`config.mk`:
```
export PLATFORM = sky130hd
export DESIGN_NAME = ps2_keycode
export DESIGN_NICKNAME = d
export VERILOG_FILES = /design/src/rtl/ps2_keycode.sv
export SDC_FILE = /design/constraint.sdc
export NUM_CORES = 1
export LEC_CHECK = 0
export CAP_MARGIN = 0
export CORE_UTILIZATION = 40
export CTS_BUF_LIST = sky130_fd_sc_hd__clkbuf_4
export CTS_CLUSTER_DIAMETER = 30
export DETAILED_ROUTE_END_ITERATION = 7
export PLACE_DENSITY = 0.57
export SETUP_SLACK_MARGIN = 0.2
export SYNTH_ARGS = -nofsm -noshare
export SYNTH_HDL_FRONTEND = slang
export SYNTH_SLANG_ARGS = --single-unit
```
`constraint.sdc`:
```
create_clock -name Clk -period 2.82 [get_ports Clk]
set_input_delay 0.564 -clock Clk [delete_from_list [all_inputs] [get_ports Clk]]
set_output_delay 0.564 -clock Clk [all_outputs]
set_load 0.02 [all_outputs]
```
`src/rtl/ps2_keycode.sv`:
```
// PS/2 keyboard receiver: synchronizes and deglitches the PS/2 lines, deframes
// scan-code bytes and translates a small make/break set into a held HID usage code.
`timescale 1ns/1ps

module ps2_keycode #(
   parameter int FILTER_LEN     = 8,
   parameter int TIMEOUT_CYCLES = 50000
) (
   input  logic       Clk,
   input  logic       Reset,
   input  logic       ps2_clk,
   input  logic       ps2_data,
   output logic [7:0] keycode,
   output logic       key_event,
   output logic       frame_err
);

   localparam int FW = $clog2(FILTER_LEN + 1);
   localparam int TW = $clog2(TIMEOUT_CYCLES + 1);

   typedef enum logic [1:0] {
      IDLE   = 2'd0,
      DATA   = 2'd1,
      PARITY = 2'd2,
      STOP   = 2'd3
   } state_t;

   // Input synchronizers, idle-high like the bus itself.
   logic clk_meta_q, clk_meta_d;
   logic clk_sync_q, clk_sync_d;
   logic data_meta_q, data_meta_d;
   logic data_sync_q, data_sync_d;

   logic          filt_q, filt_d;
   logic [FW-1:0] filt_cnt_q, filt_cnt_d;
   logic          fall_edge;

   state_t        state_q, state_d;
   logic [2:0]    bit_cnt_q, bit_cnt_d;
   logic [7:0]    shift_q, shift_d;
   logic          parity_q, parity_d;
   logic [TW-1:0] tmo_q, tmo_d;
   logic          byte_valid;
   logic          frame_bad;

   logic          ext_q, ext_d;
   logic          brk_q, brk_d;
   logic [7:0]    keycode_q, keycode_d;
   logic          key_event_q, key_event_d;
   logic          frame_err_q, frame_err_d;
   logic [8:0]    lookup;

   // Returns {hit, usage}; hit=0 means the pair is not in the table.
   function automatic logic [8:0] map_code(input logic ext, input logic [7:0] code);
      logic [8:0] res;
      res = 9'h000;
      if (!ext) begin
         case (code)
            8'h1C:   res = 9'h104;
            8'h23:   res = 9'h107;
            8'h29:   res = 9'h12C;
            8'h5A:   res = 9'h128;
            default: res = 9'h000;
         endcase
      end else begin
         case (code)
            8'h6B:   res = 9'h150;
            8'h74:   res = 9'h14F;
            8'h75:   res = 9'h152;
            8'h72:   res = 9'h151;
            default: res = 9'h000;
         endcase
      end
      return res;
   endfunction

   always_comb begin
      clk_meta_d  = ps2_clk;
      clk_sync_d  = clk_meta_q;
      data_meta_d = ps2_data;
      data_sync_d = data_meta_q;
   end

   // The filtered clock only follows the line after FILTER_LEN agreeing samples.
   always_comb begin
      filt_d     = filt_q;
      filt_cnt_d = filt_cnt_q;
      if (clk_sync_q == filt_q) begin
         filt_cnt_d = '0;
      end else if (filt_cnt_q == FW'(FILTER_LEN - 1)) begin
         filt_d     = clk_sync_q;
         filt_cnt_d = '0;
      end else begin
         filt_cnt_d = filt_cnt_q + FW'(1);
      end
      fall_edge = filt_q & ~filt_d;
   end

   always_comb begin
      state_d    = state_q;
      bit_cnt_d  = bit_cnt_q;
      shift_d    = shift_q;
      parity_d   = parity_q;
      tmo_d      = tmo_q;
      byte_valid = 1'b0;
      frame_bad  = 1'b0;

      // An edge always wins over timeout, so the two error sources never coincide.
      if (state_q == IDLE || fall_edge) begin
         tmo_d = '0;
      end else if (tmo_q == TW'(TIMEOUT_CYCLES - 1)) begin
         tmo_d     = '0;
         frame_bad = 1'b1;
         state_d   = IDLE;
      end else begin
         tmo_d = tmo_q + TW'(1);
      end

      if (fall_edge) begin
         case (state_q)
            IDLE: begin
               if (!data_sync_q) begin
                  state_d   = DATA;
                  bit_cnt_d = 3'd0;
               end
            end
            DATA: begin
               shift_d   = {data_sync_q, shift_q[7:1]};
               bit_cnt_d = bit_cnt_q + 3'd1;
               if (bit_cnt_q == 3'd7) begin
                  state_d = PARITY;
               end
            end
            PARITY: begin
               parity_d = data_sync_q;
               state_d  = STOP;
            end
            STOP: begin
               state_d = IDLE;
               if ((^{shift_q, parity_q}) && data_sync_q) begin
                  byte_valid = 1'b1;
               end else begin
                  frame_bad = 1'b1;
               end
            end
            default: state_d = IDLE;
         endcase
      end
   end

   always_comb begin
      ext_d       = ext_q;
      brk_d       = brk_q;
      keycode_d   = keycode_q;
      frame_err_d = 1'b0;
      lookup      = map_code(ext_q, shift_q);

      if (frame_bad) begin
         frame_err_d = 1'b1;
         ext_d       = 1'b0;
         brk_d       = 1'b0;
      end else if (byte_valid) begin
         if (shift_q == 8'hE0) begin
            ext_d = 1'b1;
         end else if (shift_q == 8'hF0) begin
            brk_d = 1'b1;
         end else begin
            if (lookup[8]) begin
               if (!brk_q) begin
                  keycode_d = lookup[7:0];
               end else if (keycode_q == lookup[7:0]) begin
                  keycode_d = 8'h00;
               end
            end
            ext_d = 1'b0;
            brk_d = 1'b0;
         end
      end
      // Typematic repeats leave keycode unchanged and therefore stay silent.
      key_event_d = (keycode_d != keycode_q);
   end

   always_ff @(posedge Clk) begin
      if (Reset) begin
         clk_meta_q  <= 1'b1;
         clk_sync_q  <= 1'b1;
         data_meta_q <= 1'b1;
         data_sync_q <= 1'b1;
         filt_q      <= 1'b1;
         filt_cnt_q  <= '0;
         state_q     <= IDLE;
         bit_cnt_q   <= 3'd0;
         shift_q     <= 8'h00;
         parity_q    <= 1'b0;
         tmo_q       <= '0;
         ext_q       <= 1'b0;
         brk_q       <= 1'b0;
         keycode_q   <= 8'h00;
         key_event_q <= 1'b0;
         frame_err_q <= 1'b0;
      end else begin
         clk_meta_q  <= clk_meta_d;
         clk_sync_q  <= clk_sync_d;
         data_meta_q <= data_meta_d;
         data_sync_q <= data_sync_d;
         filt_q      <= filt_d;
         filt_cnt_q  <= filt_cnt_d;
         state_q     <= state_d;
         bit_cnt_q   <= bit_cnt_d;
         shift_q     <= shift_d;
         parity_q    <= parity_d;
         tmo_q       <= tmo_d;
         ext_q       <= ext_d;
         brk_q       <= brk_d;
         keycode_q   <= keycode_d;
         key_event_q <= key_event_d;
         frame_err_q <= frame_err_d;
      end
   end

   assign keycode   = keycode_q;
   assign key_event = key_event_q;
   assign frame_err = frame_err_q;

endmodule
```
# == Word-level counts from Yosys, hierarchy flattened ==
# Cells that the tools add are included.
# op_classes
eq_ne,21
reduce_logical,13
addsub,3
mux,32
bitwise_logic,3
# op_table
op,n
$pmux 9 s4,2
$mux 8,7
$eq 8x7->1 const B,5
$add 16x1->16 const B,1
$eq 16x16->1 const B,1
$eq 8x6->1 const B,2
$eq 8x8->1 const B,2
$mux 1,14
$mux 2,5
$mux 9,1
$reduce_xor 9->1,1
$eq 8x5->1 const B,1
$eq 8x8->1,1
$ne 8x8->1,1
$pmux 2 s4,1
$reduce_and 2->1,4
$pmux 3 s2,1
$reduce_or 3->1,2
$add 4x1->4 const B,1
$eq 2x2->1 const B,2
$eq 4x3->1 const B,1
$ne 2x2->1 const B,2
$add 3x1->3 const B,1
$eq 3x3->1 const B,1
other kinds (11),12
# totals
output_inout_bits,10
reg_bits,51
in_bits,4
elab_cells,88

# == Depth between registers and ports, before layout ==
# Gate-level depths: netlist of run 1.
# depth
word_depth,12
mapped_depth,10
mapped_depth_nobuf,8

# == Worst setup path before layout of run 1 ==
# Ideal clock, no wire load.
# synth_path
path_type,reg2reg
startpoint,register shift_q[5]
endpoint,"register key_event_q, in the netlist key_event"
path_slack_ps,486
setup_time_ps,79
stages_incl_launch_ff,10
t_arrival_ps,2255
required_time_ps,2741
path_buffers,1
period_less_slack_ps,2334
cell_sequence,dfxtp_1 buf_6 or3b_4 or4_4 and2_0 a32o_1 nor2b_4 a41oi_4 a31o_1 a211oi_2
# synth_between
elab_chain_cells,12
elab_cells_between_ends,30
classes_between,eq/ne: 12; mux: 16; reduce/logical: 2
# synth_rtl
element,line,source
start: declaration,40,"logic [7:0] shift_q, shift_d;"
start signal: assignment,210,shift_q <= shift_d;
$eq 8x7->1 (tied with other cells),58,case (code)
"$pmux 9 s4, on equally long branches","58, 66",
$mux 9,57,if (!ext) begin
$eq 8x8->1,171,end else if (keycode_q == lookup[7:0]) begin
$mux 8,171,
$mux 8,169,if (!brk_q) begin
$mux 8,168,if (lookup[8]) begin
$mux 8,165,end else if (shift_q == 8'hF0) begin
$mux 8,163,if (shift_q == 8'hE0) begin
$mux 8,162,end else if (byte_valid) begin
$mux 8 (*),158,if (frame_bad) begin
$ne 8x8->1 (*),180,key_event_d = (keycode_d != keycode_q);
end signal: assignment,216,key_event_q <= key_event_d;
end: declaration,49,"logic key_event_q, key_event_d;"
# Mark *: on every way between the ends. The rest lies on a longest branch, timed or not.
# A chain may end at the register's enable or synchronous reset.

# == Worst setup path after layout of run 1 ==
# Ends and elaborated chain as after synthesis.

==> run summary, run 1 <==
The synthesized netlist occupies a cell area of 2610 um^2. For the floorplan row count, the log shows 29. The pre-antenna-repair detailed-routing pass consisted of 4 iterations. The final hold slack came out at 0.433 ns.

The minimum clock period after layout works out to 2.49 ns. The maximum clock rate came out at 401 MHz. The overall routing resource usage is 0.159, and the areal power density over the cells is 380 nW/um^2. The fraction of final layout cells sized beyond drive strength 1 was 0.130.

The number of setup buffers added after CTS is 0. The root buffer cell chosen for the clock tree is sky130_fd_sc_hd__clkbuf_4. The initial antenna violation count is 0. Entering global routing, the biggest net connects 32 pins. In this run the mean area of a mapped cell was 8.88 um^2. The final antenna diode count was 0; the number of buffers created by CTS was 5. CTS clock-pin slew for the worst setup and hold paths: 0.15 ns.

The tools report the area of the die as 6860 um^2. The analysis attributes to cell leakage a power of 0.984 nW. The count of nets left with antenna violations once routing finished came out at 0. For the maximum level of the CTS H-tree, the log shows 2.

In this run the horizontal extent of the chip is 82.8 um. STA puts the critical path data arrival time at 2.78 ns. The run finished with clean final reports. For this run, design rule violations remaining after detail routing come to 0.

After the first detailed-routing iteration, the DRC count stood at 75. STA classifies the critical path startpoint as a register. The count of buffers from port buffering was 13; the total number of yosys warnings was 0. Adding up every negative setup slack in the final design gives 0 ns. The worst setup path is captured at a register. Synthesis produced a netlist with a net count of 302.

The effective utilization at floorplan is 0.414. Most used standard cell by instance count after synthesis: sky130_fd_sc_hd__dfxtp_1. The number of cells on the worst hold path is 1, and the tightest slew margin relative to the limit is 0.602. Setup repair after global routing left no endpoint under its margin. The routed layout has 2037 vias. The classification of the worst setup path is reg2reg. The worst supply voltage drop on vdd is 0.000209 V. In the final routed layout, each cell accounts on average for 13.3 um. The run gives 0.0219 ns as the maximum clock skew at final layout. The number of enable-type register cells in the synthesized netlist works out to 0. For the count of final hold-check violations, the log shows 0. The startpoint identified for the worst register-to-register timing path is shift_q[5]$_SDFFE_PP0P_.

Of all nets on the critical path, the largest fanout is 8. Counting along the longest clock path gives a buffer depth of 2. The total area inside the core boundary comes to 6310 um^2. The post-DP HPWL is 3520 um, and the number of nets in the final layout is 308. Tracing the worst setup path back leads to its startpoint at shift_q[5]$_SDFFE_PP0P_. The min-delay analysis places its worst path in the category reg2reg. The number of maximum-capacitance constraint violations is 0, and the share of flip-flops with an asynchronous set or reset after synthesis is 0. Summed over all instances, the cell type with the most area after synthesis is sky130_fd_sc_hd__dfxtp_1.

The global placement routability congestion came out at 0.811. For the worst setup path, the data required time is 3.11 ns. The worst register-to-register path has a setup slack of 0.33 ns. Synthesis inferred 51 register bits. By area the synthesized netlist is led by sky130_fd_sc_hd__dfxtp_1 (39%), sky130_fd_sc_hd__nor2_1 (6.2%), sky130_fd_sc_hd__xnor2_1 (5.4%).

The first-pass GRT wire length is 8410 um. Most used flip-flop cell after synthesis: sky130_fd_sc_hd__dfxtp_1. For the sequential area share after synthesis, the log shows 0.391. Clock latency on the worst-skew pair, taken at its later pin, is 0.37 ns. The tools report the capture point of the critical path as key_event$_SDFF_PP0_. The height of the die came out at 82.8 um. Counting instances in the post-synthesis netlist gives the leading cell types as sky130_fd_sc_hd__dfxtp_1 (51), sky130_fd_sc_hd__nor2_1 (43), sky130_fd_sc_hd__xnor2_1 (16). At the pin with the least slew margin, the transition time is 0.597 ns. The clock drives 51 sinks. The per-cell via count in the routed design is 5.39, and the top cell type's share of synthesized area is 0.391.

The layout overhead on the synthesized area was 9.44%. For the number of global-route vias before repair, the log shows 1844. The ratio of final minimum period to clock period is 0.884, and the count of different cell masters after synthesis is 60.

For the overall overflow remaining after global route, the log shows 0. The final count of pins violating max slew is 0, and the worst reg-to-reg path cell count is 8. TritonCTS built the clock tree. End of the worst register-to-register path: key_event$_SDFF_PP0_. The routed design has 5030 um of wire. 14 I/O pins were placed. Setup violations remaining at the end of the flow were counted as 0. The synthesized instance count was 294.
[worst max-delay path, cell delays in order, from the launching register on]
cell and delay, ns:
sky130_fd_sc_hd__dfxtp_2 0.43, sky130_fd_sc_hd__or3b_4 0.43, sky130_fd_sc_hd__or4_4 0.45, sky130_fd_sc_hd__and2_0 0.17, sky130_fd_sc_hd__a32o_1 0.25, sky130_fd_sc_hd__nor2b_4 0.14
sky130_fd_sc_hd__a41oi_4 0.15, sky130_fd_sc_hd__a31o_1 0.24, sky130_fd_sc_hd__a211oi_2 0.18
[worst min path at each step]
stage	slack, ns	endpoint	start
6_report	0.43	clk_sync_q$_SDFF_PP1_	clk_meta_q$_SDFF_PP1_
5_1_grt	0.47	data_sync_q$_SDFF_PP1_	data_meta_q$_SDFF_PP1_
4_1_cts	0.44	data_sync_q$_SDFF_PP1_	data_meta_q$_SDFF_PP1_
2_1_floorplan	0.39	clk_sync_q$_SDFF_PP1_	clk_meta_q$_SDFF_PP1_
3_5_place_dp	0.40	data_sync_q$_SDFF_PP1_	data_meta_q$_SDFF_PP1_
3_3_place_gp	0.39	clk_sync_q$_SDFF_PP1_	clk_meta_q$_SDFF_PP1_
[where the power goes]
part / internal, W / switching (W) / total, W
Clock: 0.000111 / 0.000232 / 0.000343
Sequential: 0.000724 / 0.00000197 / 0.000726
Combinational: 0.00000778 / 0.00000899 / 0.0000168
Total: 0.000843 / 0.000243 / 0.00109
[layer usage]
metal / share of wire / track usage
met1: 0.48 / 0.202
met2: 0.48 / 0.267
met3: 0.023 / 0.0306
met4: 0.017 / 0.0569
met5: 0 / 0
[registers in the layout, indices dropped and copies added, names as in the netlist]
register     cells
data_sync_q      1
clk_sync_q       1
ext_q            1
frame_err        1
shift_q          8
key_event        1
keycode          8
filt_q           1
data_meta_q      1
tmo_q           16
filt_cnt_q       4
brk_q            1
parity_q         1
bit_cnt_q        3
state_q          2
clk_meta_q       1
[what timing repair did]
action                                  in CTS  in global routing
pin swaps                                    0                  0
hold buffers                                 0                  0
gates cloned                                 0                  0
endpoints found under the setup margin       1                  8
resized for setup                            1                  9
[cell families after synthesis]
| family | Yosys count | share of synthesized area |
|---|---|---|
| and+or+nand+nor | 125 | 0.262 |
| DFF | 51 | 0.391 |
| AOI/OAI and AO/OA | 48 | 0.133 |
| xor gates and xnor gates | 30 | 0.106 |
| buffers and inverters | 25 | 0.0470 |
| muxes | 11 | 0.0426 |
| adders and majority gates | 4 | 0.0192 |
[through the flow]
step	worst slack (ns)	util	instances	instance area [um^2]	total power (W)
after floorplan	0.486	-	294	2610	0.000752
after detailed placement	0.222	0.439	370	2770	0.000759
final	0.326	0.453	378	2860	0.00109
after global routing	0.203	0.453	378	2860	0.00114
after CTS	0.246	0.449	378	2840	0.00111
after global placement	0.258	0.439	370	2770	0.000758
[placed cells by master (no fill, tap or decap), types with 2 or more instances in the layout]
master,count
sky130_fd_sc_hd__a21oi_1,11
sky130_fd_sc_hd__a22oi_1,4
sky130_fd_sc_hd__a31oi_1,3
sky130_fd_sc_hd__and3_1,7
sky130_fd_sc_hd__and3b_1,2
sky130_fd_sc_hd__buf_4,4
sky130_fd_sc_hd__clkbuf_4,6
sky130_fd_sc_hd__clkdlybuf4s50_1,13
sky130_fd_sc_hd__dfxtp_1,45
sky130_fd_sc_hd__dfxtp_2,6
sky130_fd_sc_hd__ha_1,4
sky130_fd_sc_hd__inv_1,7
sky130_fd_sc_hd__mux2i_1,10
sky130_fd_sc_hd__nand2_1,12
sky130_fd_sc_hd__nand2b_1,2
sky130_fd_sc_hd__nand3_1,9
sky130_fd_sc_hd__nand4_1,4
sky130_fd_sc_hd__nand4b_1,4
sky130_fd_sc_hd__nor2_1,43
sky130_fd_sc_hd__nor2b_1,4
sky130_fd_sc_hd__nor3_1,5
sky130_fd_sc_hd__nor3_2,2
sky130_fd_sc_hd__o21ai_0,13
sky130_fd_sc_hd__o221a_2,2
sky130_fd_sc_hd__or2_2,6
sky130_fd_sc_hd__or3_1,8
sky130_fd_sc_hd__xnor2_1,16
sky130_fd_sc_hd__xor2_1,13
[final cells by class]
cell class | instances | area [um^2]
clock inverter | 2 | 16.3
clock buffer | 6 | 45.0
multi-input combinational | 218 | 1490
inverter | 7 | 26.3
sequential | 51 | 1030
timing repair buffer | 17 | 160
tap | 77 | 96.3
fill | 665 | 3460
(Power assumes the default switching activity.)
==> inputs of run 2 (changes only) <==
CTS_CLUSTER_SIZE = 24   (was default)
HOLD_SLACK_MARGIN = 0.03   (was default)
==> results of run 2 <==
The final DEF is identical to that of run 1; final timing and power are the same.
==> inputs of run 3 (changes only) <==
CORE_UTILIZATION = 35   (was 40)
PLACE_DENSITY = 0.51   (was 0.57)
==> run summary, run 3 (synthesis results as in run 1) <==
The number of nets still failing antenna checks after routing was 0 (unchanged). The fraction of final layout cells sized beyond drive strength 1 works out to 0.137 (+0.00769). For the arrival time at the worst endpoint, the log shows 2.80 ns (+0.02 ns). TritonCTS built the clock tree.

The final count of pins violating max slew came out at 0 (unchanged). The run gives 7210 um^2 (+14%) as the total core area. The maximum level of the CTS H-tree is 2 (unchanged), and the count of buffer and inverter cells on the critical path is 0 (unchanged).

The effective utilization at floorplan came out at 0.362 (-0.0516). The number of nets in the final layout was 313 (+1.6%). The run gives 8880 um (+5.6%) as the first-pass GRT wire length.

The worst setup path is captured at a register. The ratio of final minimum period to clock period is 0.885 (about the same). The tools report the nature of the critical path startpoint as a register. The top-level I/O count was 14 (unchanged); the cell area reported after detailed placement was 2810 um^2 (+1.3%). The minimum clock period after layout works out to 2.49 ns (+0.00124 ns). For the clock tree buffer depth, the log shows 2 (unchanged). The routed length per placed instance was 13.0 um (-1.9%). The final cell count without fillers is 405 (+7.1%).

Relative to the synthesized area, the layout overhead comes to 11.8%. The number of design-rule violations left by the first detailed-router iteration is 76 (+1.3%), and the data required time at the worst endpoint is 3.13 ns (+0.02 ns). The static leakage is 1.01 nW (+2.2%), and the maximum clock rate is 401 MHz (about the same). For the tightest slew margin relative to the limit, the log shows 0.581 (-0.0206). The number of global-route vias before repair came out at 1830 (-0.76%).

The tools report the master cell of the clock root buffer as sky130_fd_sc_hd__clkbuf_4. The overall overflow remaining after global route is 0 (unchanged). The kind of cell with the highest combined delay along the critical path is compound AO/OA/AOI/OAI gates. The transition time at the pin with the least slew margin was 0.628 ns (+0.0308 ns). The final design instance area without fill is 2920 um^2 (+2.1%). The tools report the final count of negative-setup-slack endpoints as 0 (unchanged). The flow ran to the end, and the final reports show no timing, DRC or antenna violations.

The setup path with the least slack is of type reg2reg. Setup repair after global routing left no endpoint under its margin. Maximum net fanout on the critical path: 8 (unchanged). tmo_q holds more flip-flops than any other register. The maximum clock skew at final layout is 0.0170 ns (-0.00488 ns), and the area of the die is 7810 um^2 (+14%).

The logs give 0 (unchanged) for the hold buffer count at CTS and 0 (unchanged) for the total DRC errors in the routed layout. Leaving out fill and tap cells, the most frequent cells in the layout are sky130_fd_sc_hd__dfxtp_1 (45), sky130_fd_sc_hd__nor2_1 (43), sky130_fd_sc_hd__xnor2_1 (16). Height of the die: 88.4 um (+6.7%). Floorplan row count: 31 (+6.9%). The initial antenna violation count is 0 (unchanged). The path class of the tightest hold or removal check is reg2reg. The clock sink count is 51 (unchanged), and the setup TNS is 0 ns (unchanged). The final antenna diode count is 0 (unchanged). The count of buffers from port buffering is 13 (unchanged), and the CTS clock-pin slew for the worst setup and hold paths is 0.15 ns (about the same).

The global placement routability congestion is 0.862 (+6.4%). The run gives 0 (unchanged) as the number of maximum-capacitance constraint violations. Overall routing resource usage: 0.145 (-0.0144). The critical path goes through or3b_4 > or4_4 > a21boi_0 > o221a_2 > nor2b_4 > a41oi_4 > o21ai_0 > a21oi_1. The run gives 0.36 ns (about the same) as the worst-skew pair later-pin latency. The via count is 2044 (+0.34%). The most common cell after layout, fill and taps aside is sky130_fd_sc_hd__dfxtp_1. The largest net degree at the start of global routing was 32 (unchanged). The run gives 3650 um (+3.7%) as the post-DP HPWL. The number of flip-flops in the largest register was 16 (unchanged). The worst supply voltage drop on vdd was 0.000189 V (-9.5%); the number of iterations in the first detailed-routing pass was 4 (unchanged).

The number of buffers created by CTS is 5 (unchanged), and the delay of the slowest cell on the worst path is 0.45 ns (about the same). The post-detailed-routing wire length was 5280 um (+5.1%). Critical-path cell with the highest stage delay: sky130_fd_sc_hd__or4_4. The count of final hold-check violations is 0 (unchanged), and the cell count after placement is 393 (+6.2%). The width of the die was 88.4 um (+6.7%); the per-cell via count in the routed design was 5.05 (-6.3%). The areal power density over the cells is 362 nW/um^2 (-4.6%), and the utilization after layout is 0.405 (-0.0480).
==> run 3: changes by cell type in the layout (fill, tap and decap cells not counted), sizes merged <==
cell | previous run | this run
clkbuf | 6 | 5
inv | 8 | 7
buf | 4 | 9
clkinv | 0 | 2
==> run 3: layer usage <==
layer / vias up / track usage / share of wire
met5: - / 0 / 0
met4: 0 / 0.0499 / 0.015
met3: 9 / 0.0299 / 0.021
met2: 20 / 0.234 / 0.47
met1: 958 / 0.191 / 0.49
li1: 1057 / - / -
==> run 3: repair_timing <==
| action | in CTS | in global routing |
|---|---|---|
| pin swaps | 0 | 2 |
| gates cloned | 0 | 0 |
| endpoints found under the setup margin | 1 | 8 |
| resized for setup | 1 | 16 |
| setup buffers | 0 | 4 |
==> run 3: layout make-up <==
type | count | area [um^2]
well taps | 99 | 124
fillers | 737 | 4300
clock inverters | 3 | 15.0
multi-input cells | 218 | 1490
repair buffers | 22 | 198
flip-flops and latches | 51 | 1030
inverters | 7 | 26.3
clock buffers | 5 | 37.5
==> run 3: path summary, 6_finish.rpt <==
| kind | startpoint | to | slack [ns] | depth (start not counted) |
|---|---|---|---|---|
| worst max-delay path | shift_q[0]$_SDFFE_PP0P_ | keycode[4]$_SDFF_PP0_ | 0.33 | 8 |
| worst min-delay path | data_meta_q$_SDFF_PP1_ | data_sync_q$_SDFF_PP1_ | 0.43 | 1 |
| worst max register to register | shift_q[0]$_SDFFE_PP0P_ | keycode[4]$_SDFF_PP0_ | 0.33 | 8 |
| worst min register to register | data_meta_q$_SDFF_PP1_ | data_sync_q$_SDFF_PP1_ | 0.43 | 1 |
==> run 3: through the flow <==
stage | total power [W] | hold WS, ns | setup slack [ns]
floorplan | 0.000752 | 0.389 | 0.486
global placement | 0.000759 | 0.399 | 0.247
detailed placement | 0.000759 | 0.401 | 0.188
CTS | 0.00108 | 0.437 | 0.241
global route | 0.00111 | 0.457 | 0.201
finish | 0.00106 | 0.433 | 0.325
==> run 3: report_power, final <==
group	internal, W	leakage (nW)	switching [W]
Sequential	0.000722	0.415	0.00000205
Clock	0.0000921	0.0263	0.000225
Combinational	0.00000779	0.564	0.00000906
